==> config.mk <==
export PLATFORM = sky130hd
export DESIGN_NAME = pipe_hazard_ctrl
export DESIGN_NICKNAME = d
export VERILOG_FILES = /design/src/rtl/pipe_ctrl_pkg.sv /design/src/rtl/pipe_hazard_ctrl_md_latency_counter.sv /design/src/rtl/pipe_hazard_ctrl.sv
export SDC_FILE = /design/constraint.sdc
export NUM_CORES = 1
export LEC_CHECK = 0
export BUFFER_PORTS_ARGS = -buffer_cell sky130_fd_sc_hd__buf_4
export CORE_MARGIN = 1
export CORE_UTILIZATION = 45
export CTS_CLUSTER_DIAMETER = 100
export DETAILED_ROUTE_END_ITERATION = 16
export PLACE_DENSITY = 0.79
export SYNTH_ARGS = -nofsm -noshare
export SYNTH_HDL_FRONTEND = slang
export SYNTH_SLANG_ARGS = --single-unit
==> constraint.sdc <==
create_clock -name clk -period 2.8 [get_ports clk]
set_clock_uncertainty 0.05 [all_clocks]
set_input_delay 0.42 -clock clk [delete_from_list [all_inputs] [get_ports clk]]
set_output_delay 0.42 -clock clk [all_outputs]
set_load 0.05 [all_outputs]
==> src/rtl/pipe_ctrl_pkg.sv <==
// Shared types and constants for the MIPS32 pipeline sequencing controller.
package pipe_ctrl_pkg;

    typedef enum logic [0:0] {
        RUN     = 1'b0,
        MD_BUSY = 1'b1
    } ctrl_state_t;

    localparam logic [4:0]  REG_ZERO       = 5'd0;
    localparam logic [31:0] NOP_INSTR      = 32'h0000_0000;
    localparam int          MD_LATENCY_DEF = 8;

endpackage

==> src/rtl/pipe_hazard_ctrl_md_latency_counter.sv <==
// Mul/div occupancy down-counter: loadable, decrements on request, flags zero.
module md_latency_counter #(
    parameter int W = 3
) (
    input  logic         clk,
    input  logic         rst,
    input  logic         load,
    input  logic [W-1:0] load_val,
    input  logic         dec,
    output logic         zero
);

    logic [W-1:0] cnt_q, cnt_d;

    always_comb begin
        cnt_d = cnt_q;
        if (load)
            cnt_d = load_val;
        else if (dec)
            cnt_d = cnt_q - W'(1);
    end

    always_ff @(posedge clk) begin
        if (rst)
            cnt_q <= '0;
        else
            cnt_q <= cnt_d;
    end

    assign zero = (cnt_q == '0);

endmodule

==> src/rtl/pipe_hazard_ctrl.sv <==
// Stall/flush/bubble/hold sequencing for load-use, EX-resolved jumps and mul/div.
// Define MD_UNIT_EN to build the multi-cycle mul/div occupancy tracking.
module pipe_hazard_ctrl
    import pipe_ctrl_pkg::*;
#(
    parameter int MD_LATENCY = MD_LATENCY_DEF,
    parameter int CNT_W      = 32
) (
    input  logic             clk,
    input  logic             rst,
    input  logic             id_valid,
    input  logic [4:0]       id_rs,
    input  logic [4:0]       id_rt,
    input  logic             id_uses_rs,
    input  logic             id_uses_rt,
    input  logic             ex_valid,
    input  logic             ex_mem_read,
    input  logic [4:0]       ex_rt,
    input  logic             jump_cs,
    input  logic             md_start,
    output logic             stall,
    output logic             flush_ifid,
    output logic             bubble_idex,
    output logic             hold_ex,
    output logic             md_busy,
    output logic             md_done,
    output logic [CNT_W-1:0] stall_cycles
);

    logic             lu;
    logic [CNT_W-1:0] stall_cycles_q, stall_cycles_d;

    assign lu = ex_valid & ex_mem_read & id_valid & (ex_rt != REG_ZERO) &
                ((id_uses_rs & (id_rs == ex_rt)) | (id_uses_rt & (id_rt == ex_rt)));

`ifdef MD_UNIT_EN
    localparam int MD_W = $clog2(MD_LATENCY);

    ctrl_state_t state_q, state_d;
    logic        md_busy_q, md_busy_d;
    logic        md_load, md_zero;

    md_latency_counter #(.W(MD_W)) u_md_cnt (
        .clk      (clk),
        .rst      (rst),
        .load     (md_load),
        .load_val (MD_W'(MD_LATENCY - 1)),
        .dec      (state_q == MD_BUSY),
        .zero     (md_zero)
    );

    always_comb begin
        state_d     = state_q;
        md_load     = 1'b0;
        stall       = 1'b0;
        flush_ifid  = 1'b0;
        bubble_idex = 1'b0;
        hold_ex     = 1'b0;
        md_done     = 1'b0;
        if (!rst) begin
            case (state_q)
                RUN: begin
                    if (jump_cs) begin
                        flush_ifid  = 1'b1;
                        bubble_idex = 1'b1;
                    end else if (lu) begin
                        stall       = 1'b1;
                        bubble_idex = 1'b1;
                    end else if (md_start) begin
                        md_load = 1'b1;
                        state_d = MD_BUSY;
                    end
                end
                MD_BUSY: begin
                    // A jump here cannot happen: EX is frozen holding the mul/div.
                    if (md_zero) begin
                        md_done = 1'b1;
                        state_d = RUN;
                    end else begin
                        stall   = 1'b1;
                        hold_ex = 1'b1;
                    end
                end
                default: state_d = RUN;
            endcase
        end
        md_busy_d = (state_d == MD_BUSY);
    end

    always_ff @(posedge clk) begin
        if (rst) begin
            state_q   <= RUN;
            md_busy_q <= 1'b0;
        end else begin
            state_q   <= state_d;
            md_busy_q <= md_busy_d;
        end
    end

    assign md_busy = md_busy_q;

    a_no_jump_in_md_busy: assert property (@(posedge clk) disable iff (rst)
        (state_q == MD_BUSY) |-> !jump_cs);
`else
    localparam int md_lat_unused = MD_LATENCY;
    logic md_start_unused;
    assign md_start_unused = md_start;

    always_comb begin
        stall       = 1'b0;
        flush_ifid  = 1'b0;
        bubble_idex = 1'b0;
        if (!rst) begin
            if (jump_cs) begin
                flush_ifid  = 1'b1;
                bubble_idex = 1'b1;
            end else if (lu) begin
                stall       = 1'b1;
                bubble_idex = 1'b1;
            end
        end
    end

    assign hold_ex = 1'b0;
    assign md_busy = 1'b0;
    assign md_done = 1'b0;
`endif

    always_comb begin
        stall_cycles_d = stall_cycles_q;
        if (stall && !(&stall_cycles_q))
            stall_cycles_d = stall_cycles_q + CNT_W'(1);
    end

    always_ff @(posedge clk) begin
        if (rst)
            stall_cycles_q <= '0;
        else
            stall_cycles_q <= stall_cycles_d;
    end

    assign stall_cycles = stall_cycles_q;

endmodule

==> impl_metrics.tcl <==
set metrics [dict create \
    clockPowerShare 0.444 \
    worstPathRequired_ps 2330 \
    first_pass_iters 4 \
    fin_hold_ws_ps 454 \
    worstPathArrival_ps 1950 \
    start_util 0.467 \
    crit_type "in2out" \
    r2r-end "stall_cycles[31]" \
    wl_per_cell_um 13.1 \
    grtUsageTotal 0.217 \
    cpPeakStageDelay_ps 530 \
    clock_latency_ps 290 \
    cap_violations 0 \
    die_area_mm2 0.00441 \
    drc 0 \
    critPathMaxFanout 3 \
    first_iter_violations 114 \
    io_pins 62 \
    syn_area_mm2 0.00187 \
    multi_input_area_mm2 0.00113 \
    hold_path_class "reg2reg" \
    holdPathStages 2 \
    antenna_found_initial 0 \
    hold_start "stall_cycles[21]" \
    hold_end "stall_cycles[21]" \
    via_per_inst 5.68 \
    path_clk_slew_ps 70 \
    worstPathCellList "buf_4, or4_1, o2111ai_1, inv_1, a21oi_1, nor2_1, buf_4" \
    crit_path_end_kind "primary output" \
    cts_buffers 5 \
    clock-sinks 32 \
    clock.fmax_mhz 413 \
    power_density_mw_per_mm2 410 \
    final_cell_mix "buf_4, dfxtp_1, a21oi_1" \
    fp.coreArea_mm2 0.00400 \
    pwr-share-seq 0.464 \
    grt_pass1_vias 1735 \
    period_share 0.865 \
    sw_frac_of_total 0.231 \
    p_leak_nw 0.921 \
    hold_viol 0 \
    gp_congestion 0.812 \
    regArea_um2 641 \
    io_buffer_count 57 \
    rsz0062_at_grt "false" \
    cts_setup_buffers 0 \
    drv_slew 0 \
    p_comb_frac 0.091 \
    drt-total-wl_um 4380 \
    largest_reg_flops 32 \
    r2r_cells 5 \
    finalSetupTns_ps 0 \
    die_w_um 66.4 \
    worstSetupStartpointType "input port" \
    cp_common_cell "buf_4" \
    mostFrequentLayoutCell "buf_4" \
    final-setup-viol-count 0 \
    syn_to_final_growth_pct 29.0 \
    die_height_um 66.4 \
    h-tree-depth 2 \
    yosysWarningCount 0 \
    grt_pass1_wl_um 7160 \
    postSynthAreaPerCell_um2 8.19 \
    ctsHoldBuffers 0 \
    clock_tree.buffer_depth 2 \
    ys_ff_latch 32 \
    drive_gt1_frac 0.289 \
    vias 1897 \
    ctsRootBufferMaster "clkbuf_8" \
    p_int_w 0.000760 \
    nets 308 \
    p_switching_w 0.000228 \
    worst_r2r_startpoint "stall_cycles[4]" \
    rows 23 \
    n_antenna_cell 0 \
    cts_tree "built" \
    reg2reg_slack_ps 550 \
    nFillCells 369 \
    grt_max_degree 42 \
    netlist_instances 228 \
    finalCriticalPeriod_ps 2420 \
    ys_seq_area_frac 0.343 \
    place_hpwl_um 3210 \
    status "complete, no violations" \
    cts.repair.resized 0 \
    synth_cell_types 40 \
    overflow 0 \
    ir_worst_vdd_v 0.000217 \
    detail-route-antenna-nets 0 \
    crit_slowest_cell "or4_1" \
]
-- logic make-up (layout without fill, tap and decap cells) --
family | count (synthesis) | after routing | synth area share
xor gates and xnor gates | 13 | 13 | 0.0610
and+or+nand+nor | 110 | 110 | 0.336
other | 1 | 3 | 0.00201
muxes | 6 | 6 | 0.0375
buffers and inverters | 16 | 70 | 0.0570
DFF | 32 | 32 | 0.343
AOI/OAI and AO/OA | 49 | 49 | 0.157
adders and majority gates | 1 | 1 | 0.00670
-- worst max-delay path by stage --
stage	end	from	slack, ps	cells after the start
finish	bubble_idex	ex_rt[1]	380	7
global route	bubble_idex	ex_rt[1]	270	7
CTS	bubble_idex	ex_rt[1]	380	7
detailed placement	bubble_idex	ex_rt[1]	380	7
global placement	stall_cycles[21]	ex_rt[0]	410	8
floorplan	stall_cycles[14]	stall_cycles[0]	380	7
-- power by group through the flow --
stage / sequential, W / clock (W) / combinational [W]
floorplan: 0.000473 / 0 / 0.0000499
global placement: 0.000469 / 0 / 0.0000891
detailed placement: 0.000469 / 0 / 0.0000911
CTS: 0.000459 / 0.000446 / 0.0000912
global route: 0.000459 / 0.000470 / 0.0000965
finish: 0.000459 / 0.000439 / 0.0000901
-- Yosys cell counts --
cell       number  area [µm²]
ha_1            1        12.5
o31ai_1         4        30.0
buf_2           1        5.00
nand2b_1        2        12.5
o22ai_4         1        20.0
or4_1           5        37.5
nor2b_1         6        37.5
inv_1           2        7.51
nand4_2         1        12.5
buf_4           6        45.0
xor2_1          2        17.5
o21ba_2         1        10.0
clkbuf_1        4        15.0
o21ai_0        15        75.1
nor2_1         18        67.6
nand3_2         1        10.0
nor4_1          1        6.26
nand3_1        13        65.1
and4_1          3        26.3
mux2i_1         1        10.0
nor3_1          5        25.0
xnor2_1        11        96.3
dfxtp_1        32         641
mux2_4          1        15.0
buf_6           3        33.8
a21oi_1        22         110
nand2_1        16        60.1
a31o_2          2        17.5
nor4b_2         1        15.0
or3_1          17         106
mux2_2          4        45.0
nor3_2          1        10.0
and4_4          2        22.5
conb_1          1        3.75
a31oi_1         2        12.5
and3_1          6        37.5
and2_1          1        6.26
o31a_1          1        8.76
nand4_1        11        68.8
o2111ai_1       1        8.76
-- critical path: cells and delay by family --
kind | cells | cell delay, ps
AOI/OAI and AO/OA | 2 | 530
buffers and inverters | 3 | 410
and+or+nand+nor | 2 | 580
-- metal layers --
layer | track usage | share of wire | wire length [µm]
met1 | 0.219 | 0.41 | 1810
met2 | 0.398 | 0.51 | 2230
met3 | 0.0707 | 0.061 | 267
met4 | 0.104 | 0.017 | 76
met5 | 0 | 0 | 0
-- cell type report --
cell class,instances,share of cell area
Sequential cell,32,0.266
Inverter,2,0.00312
Multi-Input combinational cell,182,0.468
Clock buffer,6,0.0301
Clock inverter,2,0.0145
Timing Repair Buffer,60,0.192
Tap cell,50,0.0260
-- metrics by stage --
step | cells | setup slack [ps] | util | total power, W | area (µm²)
2_1_floorplan | 230 | 380 | - | 0.000523 | 1870
3_3_place_gp | 326 | 411 | 0.575 | 0.000558 | 2300
3_5_place_dp | 326 | 383 | 0.575 | 0.000560 | 2300
4_1_cts | 334 | 375 | 0.602 | 0.000996 | 2410
5_1_grt | 334 | 268 | 0.602 | 0.00103 | 2410
6_report | 334 | 377 | 0.602 | 0.000988 | 2410
No activity file was read; power rests on OpenSTA's default activity.
